<file path="config.mk">
export PLATFORM = sky130hd
export DESIGN_NAME = shift_rx_deser
export DESIGN_NICKNAME = d
export VERILOG_FILES = /design/src/rtl/shift_rx_deser.sv
export SDC_FILE = /design/constraint.sdc
export NUM_CORES = 1
export LEC_CHECK = 0
export BUFFER_PORTS_ARGS = -buffer_cell sky130_fd_sc_hd__buf_2
export CAP_MARGIN = 20
export CELL_PAD_IN_SITES_DETAIL_PLACEMENT = 0
export CELL_PAD_IN_SITES_GLOBAL_PLACEMENT = 2
export CORE_MARGIN = 10
export CORE_UTILIZATION = 26
export DETAILED_ROUTE_END_ITERATION = 16
export GPL_TIMING_DRIVEN = 0
export PLACE_DENSITY = 0.53
export SETUP_SLACK_MARGIN = 0.15
export SLEW_MARGIN = 10
export SYNTH_ARGS = -nofsm -noshare
export SYNTH_HDL_FRONTEND = slang
export SYNTH_SLANG_ARGS = --single-unit
</file>
<file path="constraint.sdc">
create_clock -name clk -period 1.7 [get_ports clk]
set_clock_uncertainty 0.1 [all_clocks]
set_input_delay 0.34 -clock clk [delete_from_list [all_inputs] [get_ports clk]]
set_output_delay 0.34 -clock clk [all_outputs]
set_load 0.02 [all_outputs]
</file>
<file path="src/rtl/shift_rx_deser.sv">
// Serial-in/parallel-out frame receiver: start bit, N data bits MSB-first, stop bit, valid/ready output buffer.
// Optional even-parity bit and parity_err output when SHIFT_RX_PARITY_EN is defined.
module shift_rx_deser #(
    parameter int N = 16
) (
    input  logic         clk,
    input  logic         rst_n,
    input  logic         bit_en,
    input  logic         serin,
    input  logic         dout_ready,
    input  logic         clr_overrun,
    output logic [N-1:0] Dout,
    output logic         dout_valid,
    output logic         busy,
    output logic         frame_err,
`ifdef SHIFT_RX_PARITY_EN
    output logic         overrun,
    output logic         parity_err
`else
    output logic         overrun
`endif
);

    localparam int CW = $clog2(N) + 1;

`ifdef SHIFT_RX_PARITY_EN
    typedef enum logic [2:0] {IDLE, DATA, PARITY, STOP, WAIT_IDLE} state_t;
`else
    typedef enum logic [2:0] {IDLE, DATA, STOP, WAIT_IDLE} state_t;
`endif

    state_t        state, state_nxt;
    logic [N-1:0]  shreg;
    logic [CW-1:0] cnt;
    logic          shift_en, cnt_clr, commit, ferr_set;
    logic          load_buf;
`ifdef SHIFT_RX_PARITY_EN
    logic          par_smp, par_bad;
`endif

    always_ff @(posedge clk or negedge rst_n) begin
        if (!rst_n) state <= IDLE;
        else        state <= state_nxt;
    end

    // Every transition is gated by bit_en so the FSM holds between bit periods.
    always_comb begin
        state_nxt = state;
        shift_en  = 1'b0;
        cnt_clr   = 1'b0;
        commit    = 1'b0;
        ferr_set  = 1'b0;
`ifdef SHIFT_RX_PARITY_EN
        par_smp   = 1'b0;
`endif
        if (bit_en) begin
            case (state)
                IDLE: begin
                    if (!serin) begin
                        state_nxt = DATA;
                        cnt_clr   = 1'b1;
                    end
                end
                DATA: begin
                    shift_en = 1'b1;
                    if (cnt == CW'(N - 1)) begin
`ifdef SHIFT_RX_PARITY_EN
                        state_nxt = PARITY;
`else
                        state_nxt = STOP;
`endif
                    end
                end
`ifdef SHIFT_RX_PARITY_EN
                PARITY: begin
                    par_smp   = 1'b1;
                    state_nxt = STOP;
                end
`endif
                STOP: begin
                    if (serin) begin
                        commit    = 1'b1;
                        state_nxt = IDLE;
                    end else begin
                        ferr_set  = 1'b1;
                        state_nxt = WAIT_IDLE;
                    end
                end
                WAIT_IDLE: begin
                    // A line stuck low must not be mistaken for a fresh start bit.
                    if (serin) state_nxt = IDLE;
                end
                default: state_nxt = IDLE;
            endcase
        end
    end

    assign busy     = (state != IDLE);
    assign load_buf = commit && (!dout_valid || dout_ready);

    always_ff @(posedge clk or negedge rst_n) begin
        if (!rst_n) begin
            shreg <= '0;
            cnt   <= '0;
        end else begin
            if (cnt_clr)       cnt <= '0;
            else if (shift_en) cnt <= cnt + CW'(1);
            if (shift_en) shreg <= {shreg[N-2:0], serin};
        end
    end

    // Output buffer: a commit into a full, unaccepted buffer drops the new word and flags overrun.
    always_ff @(posedge clk or negedge rst_n) begin
        if (!rst_n) begin
            Dout       <= '0;
            dout_valid <= 1'b0;
            overrun    <= 1'b0;
            frame_err  <= 1'b0;
        end else begin
            frame_err <= ferr_set;
            if (load_buf) begin
                Dout       <= shreg;
                dout_valid <= 1'b1;
            end else if (dout_valid && dout_ready) begin
                dout_valid <= 1'b0;
            end
            if (commit && !load_buf) overrun <= 1'b1;
            else if (clr_overrun)    overrun <= 1'b0;
        end
    end

`ifdef SHIFT_RX_PARITY_EN
    // Even parity: data bits plus parity bit must XOR to zero.
    always_ff @(posedge clk or negedge rst_n) begin
        if (!rst_n) begin
            par_bad    <= 1'b0;
            parity_err <= 1'b0;
        end else begin
            if (par_smp) par_bad <= (^shreg) ^ serin;
            parity_err <= commit && par_bad;
        end
    end
`endif

endmodule

</file>
==> run metrics <==
layout cells sized above 1 0.5556; antenna violations before repair 0; Max VDD drop 0.4536 mV; Hold Buf Count CTS 0; first-pass GRT wire length 5285 um; synthesized instance count 114; final hold vios 0; crit path capture type flip-flop; part of the power in registers 0.438; Setup CP Type flip-flop to flip-flop; Hold Crit Class input port to asynchronous set/reset pin; Combinational Power Share 0.383; 1st-pass router iterations 4; minimum clock period 1.614 ns; Seq/Total Area, Yosys 0.5858; setup TNS 0 ns; Cell Rows 30; fmax 0.6195 GHz; detailed placer's ending HPWL 2156 um; Antenna Nets Post-Route 0; Syn Nets 122; reg-to-reg critical path startpoint state[0]; Initial Util 0.2656; measured slew at the worst slew-check pin 0.9463 ns; P_sw 1.257 mW; IO Port Bufs 24; Diodes inserted 0; Final period util 0.9495; Crit Path Max Fanout 10; clock transition at the registers of the reported paths 0.09 ns; Core Region 6756 um^2; CTS Root Cell clkbuf_8; WP data required 1.78 ns; Routed WL per cell 13.84 um; Die Wd 103.1 um; drc violations 0; internal power 2.514 mW; TritonCTS clock tree yes; Setup crit start kind flip-flop; Max Slew Vio Count 0; dpl cell area 2014 um^2; Synth Register Bits 42; die area 10620 um^2; Clock power frac 0.179; most frequent cells in the layout dfrtp_1, mux2_2, buf_2; Unique masters post-synth 26; routability cong. 0.6359; DR iter-0 viols 25; Total Routing Usage GR 0.06414; CTS sink cnt 42; Static Leak 1.070 nW; reg2reg end Dout[15]; reg-to-reg setup timing slack 0.09 ns; final wirelength 3225 um; switch share 0.3333; Multi-input gate area 654.4 um^2; I/O pin cnt 26; Max-cap violations 0; Longest Clk Path Bufs 2; Worst-Skew Late Latency 0.30 ns; H-Tree Depth 2; number of global-route vias before repair 1059; GRT overflow 0; Critical Path AT 1.70 ns; design area 2170 um^2; status complete, no violations; Post-Syn Area per Cell 15.74 um^2; commonest non-fill, non-tap cell in the layout dfrtp_1; relative slew slack 0.3691; # fillers 688; largest net degree at the start of global routing 43; Post-Syn Area 1794 um^2; Reg2Reg Depth 6; Setup violations, final 0; via count 992; RSZ-0062 raised after global routing true; nets@finish 160; Die Span Y 103.1 um; Via density 4.258; cell area power density 1738 nW/um^2; area grow syn2layout 20.92%; CTS buffer count 5; Syn. warnings 0; Reg area 1051 um^2
[sequential cells by signal, summed over array words and instances (netlist names)]
signal      cells
Dout           16
shreg          16
frame_err       1
cnt             5
state           2
dout_valid      1
overrun         1
[metrics by stage]
stage	power [mW]	utilization	hold slack (ns)	setup WS, ns	std cells
6_report	3.770	0.3211	0.08040	0.08577	233
5_1_grt	4.029	0.3211	0.1285	0.01733	233
4_1_cts	3.814	0.3167	0.1106	0.06060	229
3_5_place_dp	3.047	0.2981	0.3766	0.04613	218
3_3_place_gp	3.006	0.2981	0.3722	0.04824	218
2_1_floorplan	2.661	-	-0.05559	0.1391	114
[what timing repair did]
item / 4_1_cts / 5_1_grt
resized for setup: 3 / 0
setup endpoints to repair: 12 / 27
buffers inserted: 3 / 4
[cells by family (layout without fill, tap and decap cells)]
group	after synthesis	in the layout	share of synthesized area
DFF	42	42	0.5858
muxes	35	35	0.2399
and+or+nand+nor	15	15	0.06974
AOI/OAI and AO/OA	10	10	0.03975
adders and majority gates	2	2	0.01394
buffers and inverters	10	49	0.05090
[worst max-delay path by stage]
stage               startpoint  slack (ns)  cells after the start  endpoint
finish                state[0]        0.09                      6  Dout[15]
global route          state[0]        0.02                      6  Dout[15]
CTS                   state[0]        0.06                      6  Dout[15]
detailed placement    state[0]        0.05                      6   Dout[7]
global placement      state[0]        0.05                      6   Dout[7]
floorplan             state[0]        0.14                      6  Dout[10]
[layer usage]
layer  up-vias  track usage  wire (um)
met5         -            0          0
met4         0      0.02567         41
met3         4      0.02748        205
met2        23      0.08971       1401
met1       489      0.08447       1577
li1        476            -          -
[synth_stat cells, drive strengths merged]
cell	n	share of area
nor2b	1	0.0049
or2	1	0.0035
mux2	34	0.23
dfrtp	42	0.59
nand2b	2	0.0070
nand4b	1	0.013
o21ai	3	0.0084
mux2i	1	0.0056
a22o	3	0.016
nand2	3	0.0063
o22ai	1	0.0035
buf	6	0.043
ha	2	0.014
nor3b	1	0.0042
o2bb2ai	1	0.0049
nand3b	2	0.015
inv	4	0.0084
and3	1	0.0035
a31oi	2	0.0070
nand4bb	1	0.0063
nand3	1	0.0028
nor3	1	0.0028
[critical path, stage by stage (launching register included)]
cell and delay (ns):
dfrtp_1 0.38, buf_6 0.12, nand4b_4 0.17, nor2b_2 0.13, buf_6 0.14, buf_12 0.15, mux2_4 0.30
[power by group through the flow]
stage	registers [mW]	clock network, mW	logic [mW]
2_1_floorplan	1.80	0	0.863
3_3_place_gp	1.67	0	1.33
3_5_place_dp	1.69	0	1.36
4_1_cts	1.66	0.702	1.45
5_1_grt	1.72	0.733	1.58
6_report	1.65	0.673	1.45
[area by class of cell]
type / instances / share of cell area
sequential: 42 / 0.4844
multi-input combinational: 62 / 0.3016
timing repair buffer: 31 / 0.08247
tap: 80 / 0.04614
buffer: 6 / 0.03518
clock buffer: 5 / 0.03172
clock inverter: 3 / 0.01153
inverter: 4 / 0.006920
Note: power is estimated with default switching activity, not from simulation.
